`src/rtl/bcd_serial_addsub_pkg.sv`:
```
// Shared types and digit helpers for the serial BCD adder/subtractor.
// Latency: none (types, constants and pure functions only).
// Backpressure: not applicable.
package bcd_pkg;

    typedef enum logic [1:0] {
        IDLE = 2'd0,
        ADD  = 2'd1,
        FIX  = 2'd2,
        DONE = 2'd3
    } state_t;

    localparam logic [3:0] BCD_MAX = 4'd9;

    // 9 - d; only meaningful for d <= 9, which validation guarantees.
    function automatic logic [3:0] nines_comp(input logic [3:0] d);
        return BCD_MAX - d;
    endfunction

    function automatic logic bcd_valid(input logic [3:0] d);
        return d <= BCD_MAX;
    endfunction

endpackage

```
`src/rtl/bcd_serial_addsub_if.sv`:
```
// Operand/result bundle between the requester and the serial BCD unit.
// Latency: none (wires only).
// Backpressure: start is only honoured while busy is low.
interface bcd_serial_addsub_if #(parameter int DIGITS = 4);
    logic                  start;
    logic                  sub;
    logic [4*DIGITS-1:0]   x;
    logic [4*DIGITS-1:0]   y;
    logic                  busy;
    logic                  done;
    logic [4*DIGITS-1:0]   z;
    logic                  co;
    logic                  neg;
    logic                  err;

    modport master (output start, sub, x, y,
                    input  busy, done, z, co, neg, err);
    modport slave  (input  start, sub, x, y,
                    output busy, done, z, co, neg, err);
endinterface

```
`src/rtl/bcd_serial_addsub_bcdadd.sv`:
```
// Single-digit BCD adder: s = a + b + ci with decimal carry out.
// Latency: combinational.
// Backpressure: none.
module BCDadd (
    input  logic [3:0] a,
    input  logic [3:0] b,
    input  logic       ci,
    output logic [3:0] s,
    output logic       co
);
    logic [4:0] raw;
    logic [4:0] adj;

    // Binary sum, then +6 correction when the digit exceeds 9.
    always_comb begin
        raw = {1'b0, a} + {1'b0, b} + {4'd0, ci};
        adj = raw + 5'd6;
        co  = 1'b0;
        s   = raw[3:0];
        if (raw > 5'd9) begin
            co = 1'b1;
            s  = adj[3:0];
        end
    end
endmodule

```
`src/rtl/bcd_serial_addsub.sv`:
```
// Multi-digit BCD add/sub, one digit per clock LSD first, sign-magnitude result.
// Latency: DIGITS+1 (add / non-negative sub), 2*DIGITS+1 (negative sub), 1 (bad digit).
// Backpressure: start ignored while busy; done pulses one cycle, z held until next start.
module bcd_serial_addsub
    import bcd_pkg::*;
#(
    parameter int DIGITS = 4
) (
    input  logic                 clk,
    input  logic                 rst,
    bcd_serial_addsub_if.slave   bus
);
    localparam int CW = (DIGITS > 1) ? $clog2(DIGITS) : 1;
    localparam logic [CW-1:0] LAST = CW'(DIGITS - 1);

    state_t              state, state_nx;
    logic [4*DIGITS-1:0] x_q, y_q, z_q;
    logic                sub_q, carry_q;
    logic [CW-1:0]       idx;
    logic                co_q, neg_q, err_q;

    logic                in_bad;
    logic                last;
    logic [3:0]          da, db, dsum;
    logic                dci, dco;

    assign last = (idx == LAST);

    // Any non-decimal digit in the presented operands.
    always_comb begin
        in_bad = 1'b0;
        for (int i = 0; i < DIGITS; i++) begin
            if (!bcd_valid(bus.x[4*i +: 4]) || !bcd_valid(bus.y[4*i +: 4]))
                in_bad = 1'b1;
        end
    end

    // Operand steering for the shared digit adder: ADD pass or 0 - z fix-up pass.
    always_comb begin
        da  = 4'd0;
        db  = 4'd0;
        dci = 1'b0;
        if (state == FIX) begin
            db  = nines_comp(z_q[4*idx +: 4]);
            dci = (idx == '0) ? 1'b1 : carry_q;
        end else begin
            da  = x_q[4*idx +: 4];
            db  = sub_q ? nines_comp(y_q[4*idx +: 4]) : y_q[4*idx +: 4];
            dci = (idx == '0) ? sub_q : carry_q;
        end
    end

    BCDadd u_bcdadd (
        .a  (da),
        .b  (db),
        .ci (dci),
        .s  (dsum),
        .co (dco)
    );

    // State register.
    always_ff @(posedge clk or posedge rst) begin
        if (rst) state <= IDLE;
        else     state <= state_nx;
    end

    // Next-state: a borrow out of the last digit on sub sends us through FIX.
    always_comb begin
        state_nx = state;
        case (state)
            IDLE: if (bus.start) state_nx = in_bad ? DONE : ADD;
            ADD:  if (last)      state_nx = (sub_q && !dco) ? FIX : DONE;
            FIX:  if (last)      state_nx = DONE;
            DONE:                state_nx = IDLE;
            default:             state_nx = IDLE;
        endcase
    end

    // Operand latch, digit counter, result and flag registers.
    always_ff @(posedge clk or posedge rst) begin
        if (rst) begin
            x_q     <= '0;
            y_q     <= '0;
            z_q     <= '0;
            sub_q   <= 1'b0;
            carry_q <= 1'b0;
            idx     <= '0;
            co_q    <= 1'b0;
            neg_q   <= 1'b0;
            err_q   <= 1'b0;
        end else begin
            case (state)
                IDLE: if (bus.start) begin
                    x_q     <= bus.x;
                    y_q     <= bus.y;
                    sub_q   <= bus.sub;
                    z_q     <= '0;
                    co_q    <= 1'b0;
                    neg_q   <= 1'b0;
                    err_q   <= in_bad;
                    carry_q <= 1'b0;
                    idx     <= '0;
                end
                ADD: begin
                    z_q[4*idx +: 4] <= dsum;
                    carry_q         <= dco;
                    if (last) begin
                        idx <= '0;
                        if (!sub_q)   co_q  <= dco;
                        else if (!dco) neg_q <= 1'b1;
                    end else begin
                        idx <= idx + 1'b1;
                    end
                end
                FIX: begin
                    z_q[4*idx +: 4] <= dsum;
                    carry_q         <= dco;
                    idx             <= last ? '0 : idx + 1'b1;
                end
                default: ;
            endcase
        end
    end

    assign bus.busy = (state != IDLE);
    assign bus.done = (state == DONE);
    assign bus.z    = z_q;
    assign bus.co   = co_q;
    assign bus.neg  = neg_q;
    assign bus.err  = err_q;
endmodule

```
`src/flat_wrapper.sv`:
```
// flat-port wrapper written by rule: the top's interface ports become plain ports
module bcd_serial_addsub_flat import bcd_pkg::*;
#(
    parameter int DIGITS = 4
)
  (clk, rst, bus_start, bus_sub, bus_x, bus_y, bus_busy, bus_done, bus_z, bus_co, bus_neg, bus_err);
  bcd_serial_addsub_if #(.DIGITS(DIGITS)) bus_i ();
  input  logic clk;
  input  logic rst;
  input wire logic [$bits(bus_i.start)-1:0] bus_start;
  input wire logic [$bits(bus_i.sub)-1:0] bus_sub;
  input wire logic [$bits(bus_i.x)-1:0] bus_x;
  input wire logic [$bits(bus_i.y)-1:0] bus_y;
  output wire logic [$bits(bus_i.busy)-1:0] bus_busy;
  output wire logic [$bits(bus_i.done)-1:0] bus_done;
  output wire logic [$bits(bus_i.z)-1:0] bus_z;
  output wire logic [$bits(bus_i.co)-1:0] bus_co;
  output wire logic [$bits(bus_i.neg)-1:0] bus_neg;
  output wire logic [$bits(bus_i.err)-1:0] bus_err;
  assign bus_i.start = bus_start;
  assign bus_i.sub = bus_sub;
  assign bus_i.x = bus_x;
  assign bus_i.y = bus_y;
  assign bus_busy = bus_i.busy;
  assign bus_done = bus_i.done;
  assign bus_z = bus_i.z;
  assign bus_co = bus_i.co;
  assign bus_neg = bus_i.neg;
  assign bus_err = bus_i.err;
  bcd_serial_addsub #(.DIGITS(DIGITS)) u_core (.clk(clk), .rst(rst), .bus(bus_i));
endmodule
```
`config.mk`:
```
export PLATFORM = sky130hd
export DESIGN_NAME = bcd_serial_addsub_flat
export DESIGN_NICKNAME = d
export VERILOG_FILES = /design/src/rtl/bcd_serial_addsub_pkg.sv /design/src/rtl/bcd_serial_addsub_if.sv /design/src/rtl/bcd_serial_addsub_bcdadd.sv /design/src/rtl/bcd_serial_addsub.sv /design/src/flat_wrapper.sv
export SDC_FILE = /design/constraint.sdc
export NUM_CORES = 1
export LEC_CHECK = 0
export ABC_AREA = 1
export CORE_MARGIN = 5
export CORE_UTILIZATION = 50
export CTS_BUF_LIST = sky130_fd_sc_hd__clkbuf_4 sky130_fd_sc_hd__clkbuf_8 sky130_fd_sc_hd__clkbuf_16
export DETAILED_ROUTE_END_ITERATION = 6
export PLACE_DENSITY = 0.87
export SYNTH_ARGS = -nofsm -noshare
export SYNTH_HDL_FRONTEND = slang
export SYNTH_HIERARCHICAL = 1
export SYNTH_SLANG_ARGS = --single-unit
```
`constraint.sdc`:
```
create_clock -name clk -period 5.9 [get_ports clk]
set_clock_uncertainty 0.05 [all_clocks]
set_input_delay 1.475 -clock clk [delete_from_list [all_inputs] [get_ports clk]]
set_output_delay 1.475 -clock clk [all_outputs]
set_load 0.03 [all_outputs]
```
### Word level (Yosys, flattened, before mapping)

Index checks and enable logic that the tools add are counted.

| cells by class | value |
|---|---|
| add/sub/neg operators | 7 |
| $lt $le $gt $ge | 9 |
| eq/ne operators | 10 |
| shift-type cells | 5 |
| muxes and demuxes | 33 |
| reduce and logical (&&, ||, !) cells | 25 |

Operators by type and width:

| kind | number |
|---|---|
| 16-bit by 5-bit variable part select with 4-bit output | 3 |
| 4-bit negator with 34-bit output | 1 |
| 4-bit by 34-bit variable shift with 16-bit output, first input constant | 1 |
| 4-bit by 34-bit variable part select with 16-bit output | 1 |
| 4-bit <= comparator, second input constant | 8 |
| 16-bit one-hot mux with 2 select lines | 1 |
| 16-bit bitwise mux | 1 |
| 16-bit 2-to-1 mux | 1 |
| 4-bit 2-to-1 mux | 4 |
| 1-bit 2-to-1 mux | 15 |
| 2-bit 2-to-1 mux | 6 |
| 1-bit logical NOT | 9 |
| 2-bit one-hot mux with 4 select lines | 1 |
| 4-bit subtractor, first input constant | 2 |
| 2-bit == test, second input constant | 3 |
| 2-bit by 1-bit != test with 1-bit output, second input constant | 3 |
| 2-bit != test, second input constant | 3 |
| 1-bit one-hot mux with 2 select lines | 3 |
| 2-bit nonzero test | 3 |
| 4-bit by 4-bit adder with 5-bit output | 1 |
| 5-bit by 1-bit adder with 5-bit output | 1 |
| 5-bit by 4-bit > comparator with 1-bit output, second input constant | 1 |
| 5-bit AND reduction | 1 |
| 4-bit by 3-bit adder with 4-bit output, second input constant | 1 |
| other kinds (10) | 15 |

| storage, ports and cells | value |
|---|---|
| register bits after elaboration | 57 |
| input bits | 36 |
| output and inout port bits | 21 |
| logic and storage cells | 99 |

### Depth between registers and ports, before layout

Gate-level depths: netlist (run 1).

| depth | value |
|---|---|
| depth in word-level cells | 13 |
| gate-level depth with buffers | 22 |
| gate-level depth less buffers | 22 |

### Modules after synthesis

Netlist (run 1), hierarchy kept.

By module, submodules not included:

| module | times used | cells each | area each (µm²) | sequential area each (µm²) |
|---|---|---|---|---|
| bcd_serial_addsub | 1 | 406 | 3121.7 | 1426.4 |
| BCDadd | 1 | 45 | 299.0 | 0.0 |

### Least setup slack after synthesis (run 1)

Ideal clock, no wire load.

| timing path | value |
|---|---|
| path type | reg-to-reg |
| start | register u_core.idx[0] |
| end | register u_core.z_q[13] (netlist: u_core/bus.z[13]) |
| library setup time | 76 ps |
| data arrival time | 3045 ps |
| data required time | 5774 ps |
| path slack | 2729 ps |
| cell stages (with the launch flop) | 20 |
| path buffers | 1 |
| period minus slack after synthesis | 3171 ps |
| cell sequence | dfrtp_1 -> inv_2 -> buf_2 -> nor2_1 -> o21ai_1 -> o211ai_1 -> fa_1 -> fa_1 -> nand2_1 -> nand2_2 -> ha_1 -> a21oi_4 -> nand2_4 -> nand2_4 -> nand2_1 -> nand2_1 -> nand2_1 -> nor2_1 -> nand3_1 -> o21ai_1 |

| on the way | value |
|---|---|
| word-level cells in the longest chain between the ends | 11 |
| elaborated cells between the ends (all ways) | 22 |
| classes of those cells | add/sub (6); order compare (1); shift (5); mux (9); reduce/logical (1) |

Ends and longest elaborated chain:

| item | RTL line | text |
|---|---|---|
| from (decl) | bcd_serial_addsub.sv:19 | `logic [CW-1:0] idx;` |
| from (signal assigned) | bcd_serial_addsub.sv:112 | `idx <= idx + 1'b1;` |
| from (signal assigned) | bcd_serial_addsub.sv:118 | `idx <= last ? '0 : idx + 1'b1;` |
| 16-bit by 5-bit variable part select with 4-bit output | bcd_serial_addsub.sv:48 | `db = sub_q ? nines_comp(y_q[4*idx +: 4]) : y_q[4*idx +: 4];` |
| 4-bit subtractor | bcd_serial_addsub_pkg.sv:17 | `return BCD_MAX - d;` |
| 4-bit 2-to-1 mux | bcd_serial_addsub.sv:48 |  |
| 4-bit 2-to-1 mux * | bcd_serial_addsub.sv:43 | `if (state == FIX) begin` |
| net u_core.db[0] | bcd_serial_addsub.sv:24 | `logic [3:0] da, db, dsum;` |
| 4-bit by 4-bit adder with 5-bit output * | bcd_serial_addsub_bcdadd.sv:16 | `raw = {1'b0, a} + {1'b0, b} + {4'd0, ci};` |
| 5-bit by 1-bit adder with 5-bit output * | bcd_serial_addsub_bcdadd.sv:16 |  |
| 4-bit by 3-bit adder with 4-bit output or 5-bit by 4-bit > comparator with 1-bit output (tied branches) | bcd_serial_addsub_bcdadd.sv:17, bcd_serial_addsub_bcdadd.sv:20 |  |
| 4-bit 2-to-1 mux * | bcd_serial_addsub_bcdadd.sv:20 | `if (raw > 5'd9) begin` |
| net u_core.dsum[1] | bcd_serial_addsub.sv:24 |  |
| 4-bit by 34-bit variable part select with 16-bit output * | bcd_serial_addsub.sv:105, bcd_serial_addsub.sv:116 |  |
| 16-bit bitwise mux * | bcd_serial_addsub.sv:105, bcd_serial_addsub.sv:116 |  |
| 16-bit one-hot mux with 2 select lines * | bcd_serial_addsub.sv:92 | `case (state)` |
| to (signal, indexed assignment) | bcd_serial_addsub.sv:105 | `z_q[4*idx +: 4] <= dsum;` |
| to (signal, indexed assignment) | bcd_serial_addsub.sv:116 | `z_q[4*idx +: 4] <= dsum;` |
| to (decl) | bcd_serial_addsub.sv:17 | `logic [4*DIGITS-1:0] x_q, y_q, z_q;` |

The timed path passes the listed nets; every way through them passes the cells marked *.
A chain may end at the register's enable or synchronous reset.

### Worst setup path after layout (run 1)

| timing path | value |
|---|---|
| start | register u_core.idx[0] |
| end | register u_core.z_q[15] (netlist: u_core/bus.z[15]) |

Same word-level chain as after synthesis.

==> results.md, run 1 <==
* Hpwl dp at 6221 um
* Vias in the first global route at 3119
* Synth top cells by count: nand2_1 (152), dfrtp_1 (57), inv_1 (41), nand3_1 (29), o21ai_1 (29)
* FF-to-FF setup slack at 1.48 ns
* Crit-path max FO at 34
* Type of origin of the critical path: flop
* Library cells used by synthesis at 30
* Final Worst Setup Slack at 1.475 ns
* Synth Cell Area at 3421 um^2
* GRT Util Overall at 21.05%
* Most common cell in the netlist: nand2_1
* Grt ovf at 0
* Drt wl/cell at 14.51 um
* Sequential-to-total area share from yosys stat at 41.70%
* Fin crit share at 75.00%
* Final hold viol count at 0
* I/O Buffers at 56
* Crit path DAT at 4.64 ns
* Worst slack, placed at 1.600 ns
* Number of DRC markers in iteration 0 at 177
* WHS at 0.4353 ns
* CTS tree: yes
* Hold buffers post-CTS at 0
* Final net count at 554
* GPL Wtd Cong at 0.9381
* H-tree levels at 3
* Die footprint at 8596 um^2
* Clock-pin slew on the worst setup and hold paths at 0.07 ns
* Post-CTS Resized at 0
* Instance area at placement at 3990 um^2
* Die X at 92.72 um
* Clock Latency Late Sink at 0.34 ns
* RSZ-0062 raised after global routing: false
* Share of layout cells above drive strength 1 at 8.103%
* CTS sink count at 57
* Post-route antenna net violation count at 0
* Total core area at 6719 um^2
* Synthesized area per cell at 7.585 um^2
* Status: completed
* Row count at 30
* Period minus WS final at 4.425 ns
* Final setup viols at 0
* Main flop type after synthesis: dfrtp_1
* Top cells by area, synth: dfrtp_1 (42%), nand2_1 (17%), ha_1 (5.5%), inv_1 (4.5%), nand3_1 (4.2%)
* Finished Cell Area at 4185 um^2
* Post-synth EDFFs at 0
* Post-Syn Nets at 504
* Drt total wl at 8500 um
* Total CTS buffers at 9
* Warnings from Yosys at 6
* Syn Inst Count at 451
* I/O pin cnt at 57
* Largest net degree at the start of global routing at 58
* Synth async-reset ratio at 100.0%
* Area Growth Syn to Fin at 22.35%
* Achievable frequency at 226.0 MHz
* Drt pass-1 iters at 4
* Tightest Pin Transition at 1.134 ns
* Crit. End Element: flop
* Root Buffer: clkbuf_8
* Area leader, netlist: dfrtp_1
* Final setup TNS at 0 ns
* HP Class: reg2reg
* Yosys top cell area share at 41.70%
* Kind of critical path: reg2reg
* CTS Buffer Depth at 2
* Initial antenna violation count at 0
* Worst relative slew slack at 24.31%
* Ant diodes at 0
* # Post-CTS Setup Buffers at 0
* First-pass GRT wire length at 14350 um
* Max cap viols at 0
* Vias/cell at 5.357
* Height of the die at 92.72 um
* #FFs+latches synth at 57
* DRC Markers at 0
* Slew Limit Fails at 0
* Worst EP required at 6.12 ns
* Detailed-route via count at 3139
* Initial Util at 50.91%
==> flip-flops by register name (all words and copies together) (netlist names) <==
name,flops
u_core/x_q,16
u_core/bus.co,1
u_core/state,2
u_core/bus.err,1
u_core/idx,2
u_core/y_q,16
u_core/sub_q,1
u_core/carry_q,1
u_core/bus.z,16
u_core/bus.neg,1
==> placed cells by master (no fill, tap or decap) <==
master / instances
nand2_4: 2
fa_1: 2
xnor2_1: 1
nand3_2: 2
o21ai_0: 26
clkinv_2: 4
bufinv_16: 1
nor2_1: 24
nor3_1: 2
o211ai_1: 3
ha_1: 15
clkdlybuf4s50_1: 56
clkinvlp_4: 1
inv_4: 1
dfrtp_1: 57
o22a_1: 1
nand3_1: 29
a21oi_2: 2
nand4_1: 4
a21oi_4: 5
o31ai_1: 1
inv_6: 1
a21oi_1: 21
nor2_8: 2
inv_1: 40
o21ai_1: 29
nand2_1: 152
a31oi_1: 2
nand2_2: 4
clkbuf_8: 10
inv_2: 6
==> worst max-delay path, stage by stage, from the launching register on <==
cell and delay (ns):
dfrtp_1 1.02, inv_2 0.43, nand2_1 0.15, nand2_1 0.06
nand2_1 0.05, o21ai_1 0.08, nand3_1 0.07, o211ai_1 0.12
fa_1 0.46, fa_1 0.41, nand2_1 0.12, nand2_2 0.09
ha_1 0.26, a21oi_4 0.15, nand2_4 0.09, nand2_4 0.09
nand2_1 0.06, nand2_1 0.10, nand2_1 0.10, nor2_1 0.16
nand3_1 0.11, o21ai_1 0.10
==> worst paths after layout <==
path                                                endpoint                  startpoint  cells past startpoint
worst max-delay path            u_core/bus.z[15]$_DFFE_PP0P_   u_core/idx[0]$_DFFE_PP0P_                     21
worst min-delay path              u_core/x_q[10]$_DFFE_PP0P_  u_core/x_q[10]$_DFFE_PP0P_                      2
worst max register to register  u_core/bus.z[15]$_DFFE_PP0P_   u_core/idx[0]$_DFFE_PP0P_                     21
worst min register to register    u_core/x_q[10]$_DFFE_PP0P_  u_core/x_q[10]$_DFFE_PP0P_                      2
max in group asynchronous          u_core/x_q[8]$_DFFE_PP0P_                         rst                      2
min in group asynchronous       u_core/bus.z[12]$_DFFE_PP0P_                         rst                      2
==> final cells by class <==
cell class	count	area, um^2
fill	577	2534
sequential	57	1426
tap	80	100.1
clock inverter	6	57.56
timing repair buffer	56	560.5
inverter	48	187.7
multi-input combinational	329	1715
clock buffer	10	137.6
==> kinds of logic after synthesis <==
| logic type | Yosys count | synth area share [%] |
|---|---|---|
| AO/OA/AOI/OAI | 90 | 15.51 |
| AND/OR/NAND/NOR | 221 | 27.72 |
| buffers and inverters | 65 | 8.157 |
| XOR/XNOR | 1 | 0.2561 |
| flip-flops | 57 | 41.70 |
| adder cells (fa/ha/maj) | 17 | 6.657 |
==> layer usage <==
metal  track usage, %  routed length [um]  up-vias
met1            25.73                3660     1455
li1                 -                   -     1551
met5                0                   0        -
met4            9.646                 199        0
met3            5.605                 508       22
met2            34.74                4131      111
==> stage by stage <==
step | cells | util (%)
after floorplan | 451 | -
after global placement | 570 | 59.39
after detailed placement | 570 | 59.39
after CTS | 586 | 62.29
after global routing | 586 | 62.29
final | 586 | 62.29
Power of run 1 is left out: the tool's default activity adds up to more than one toggle a clock period on the data nets, which glitch-free logic cannot reach.
==> inputs of run 2 (changes only) <==
- clock period: 5.9 -> 4.45 ns (I/O delays scaled with it)
==> run 2 against run 1 <==
Against the previous run:
- utilization is 0.61 points higher
- final cell count up 0.34%
- wire length up 2.9%
- global-route usage increased by 0.17 points
- critical endpoint is now u_core/bus.z[14]$_DFFE_PP0P_
- count of clock-buffer cells in the layout grew 3
- first-iteration DRC count rose by 32%
- critical path type unchanged
- critical path depth decreased by 3
- non-clock buffer count up 3
- worst hold slack lost 0.0011 ns
- register-to-register slack got worse by 0.84 ns
==> results.md, run 2 (synthesis results as in run 1) <==
* Grt ovf at 0 (unchanged)
* Area Growth Syn to Fin at 23.56% (was 22.35%)
* Final setup TNS at 0 ns (unchanged)
* Type of origin of the critical path: flop (unchanged)
* Crit path DAT at 4.02 ns (was 4.64 ns)
* Worst reg-to-reg path cell count at 18 (was 21)
* Root Buffer: clkbuf_8 (unchanged)
* Crit-path max FO at 18 (was 34)
* Clock-pin slew on the worst setup and hold paths at 0.07 ns (about the same)
* Share of layout cells above drive strength 1 at 8.465% (was 8.103%)
* Die X at 92.72 um (unchanged)
* Die footprint at 8596 um^2 (unchanged)
* Detailed-route via count at 3199 (was 3139)
* Hold path start: u_core/y_q[4]$_DFFE_PP0P_ (was u_core/x_q[10]$_DFFE_PP0P_)
* Initial antenna violation count at 0 (unchanged)
* RR Startpoint: u_core/idx[1]$_DFFE_PP0P_ (was u_core/idx[0]$_DFFE_PP0P_)
* Tightest Pin Transition at 0.7022 ns (was 1.134 ns)
* Post-CTS Resized at 0 (unchanged)
* Clock Latency Late Sink at 0.34 ns (about the same)
* Commonest non-fill, non-tap cell in the layout: nand2_1 (unchanged)
* Worst EP required at 4.65 ns (was 6.12 ns)
* Crit. End Element: flop (unchanged)
* Kind of critical path: reg2reg (unchanged)
* Height of the die at 92.72 um (unchanged)
* GPL Wtd Cong at 0.9171 (was 0.9381)
* Total CTS buffers at 9 (unchanged)
* FF-to-FF setup slack at 0.64 ns (was 1.48 ns)
* Drt wl/cell at 14.87 um (was 14.51 um)
* Initial Util at 50.91% (unchanged)
* DRC Markers at 0 (unchanged)
* Slew Limit Fails at 0 (unchanged)
* Hold buffers post-CTS at 0 (unchanged)
* # Post-CTS Setup Buffers at 0 (unchanged)
* Largest net degree at the start of global routing at 42 (was 58)
* Status: completed (unchanged)
* Worst relative slew slack at 53.12% (was 24.31%)
* Final setup viols at 0 (unchanged)
* Period minus WS final at 3.811 ns (was 4.425 ns)
* HP Class: reg2reg (unchanged)
* CTS tree: yes (unchanged)
* Total core area at 6719 um^2 (unchanged)
* Final net count at 557 (was 554)
* Achievable frequency at 262.4 MHz (was 226.0 MHz)
* Drt total wl at 8744 um (was 8500 um)
* CTS sink count at 57 (unchanged)
* Post-route antenna net violation count at 0 (unchanged)
* Worst setup startpoint: u_core/idx[1]$_DFFE_PP0P_ (was u_core/idx[0]$_DFFE_PP0P_)
* Fin crit share at 85.65% (was 75.00%)
* First-pass GRT wire length at 14500 um (was 14350 um)
* Vias in the first global route at 3117 (was 3119)
* Final hold viol count at 0 (unchanged)
* Hpwl dp at 6505 um (was 6221 um)
* Hold Crit Depth at 2 (unchanged)
* I/O Buffers at 56 (unchanged)
* Commonest non-fill, non-tap cells in the layout: nand2_1 (152), dfrtp_1 (57), clkdlybuf4s50_1 (56) (unchanged)
* Vias/cell at 5.440 (was 5.357)
* Max cap viols at 0 (unchanged)
* Ant diodes at 0 (unchanged)
* I/O pin cnt at 57 (unchanged)
* Drt pass-1 iters at 5 (was 4)
* CTS Buffer Depth at 2 (unchanged)
* H-tree levels at 3 (unchanged)
* Row count at 30 (unchanged)
* Number of DRC markers in iteration 0 at 234 (was 177)
* RSZ-0062 raised after global routing: false (unchanged)
* GRT Util Overall at 21.22% (was 21.05%)
-- run 2: routing by layer --
layer | track usage, % | wire (um)
met1 | 25.96 | 3672
met2 | 36.86 | 4279
met3 | 4.387 | 587
met4 | 7.814 | 206
met5 | 0 | 0
-- run 2: layout make-up --
cell class	instances	area [um^2]
Fill cell	583	2492
Clock buffer	13	178.9
Timing Repair Buffer	59	583.1
Inverter	48	187.7
Sequential cell	57	1426
Tap cell	80	100.1
Clock inverter	2	35.03
Multi-Input combinational cell	329	1715
-- run 2: final timing paths --
path                                                 to
max                        u_core/bus.z[14]$_DFFE_PP0P_
min                           u_core/y_q[4]$_DFFE_PP0P_
max reg2reg                u_core/bus.z[14]$_DFFE_PP0P_
min reg2reg                   u_core/y_q[4]$_DFFE_PP0P_
max in group asynchronous  u_core/bus.z[11]$_DFFE_PP0P_
min in group asynchronous  u_core/bus.z[12]$_DFFE_PP0P_
-- run 2: per-stage QoR --
stage                     util [%]  hold WS (ns)  cell area, um^2  std cells  setup WS (ns)
after global placement       59.72        0.4190             4013        573         0.9661
after floorplan                  -        0.3926             3421        451          1.279
after CTS                    62.91        0.4344             4227        588         0.7149
after detailed placement     59.72        0.4167             4013        573         0.7497
final                        62.91        0.4342             4227        588         0.6388
after global routing         62.91        0.4517             4227        588         0.4113
-- run 2: critical path, cell delays in order (launching register included) --
cell and delay, ns:
dfrtp_1 0.69, inv_2 0.24, ha_1 0.30, nor2_1 0.11, a31oi_1 0.06, fa_1 0.45
fa_1 0.41, nand2_1 0.13, nand2_2 0.10, ha_1 0.27, a21oi_4 0.15, nand2_4 0.08
nand2_4 0.09, nand2_1 0.06, nand2_1 0.10, nand2_1 0.06, nor2_1 0.15, nand3_1 0.10
o21ai_1 0.12
Power of run 2 is left out for the same reason.
==> inputs of run 3 (changes only) <==
- TNS_END_PERCENT: unset -> 100
==> results of run 3 <==
Final layout, timing and power as in run 2 (identical DEF).
Power of run 3 is left out for the same reason.
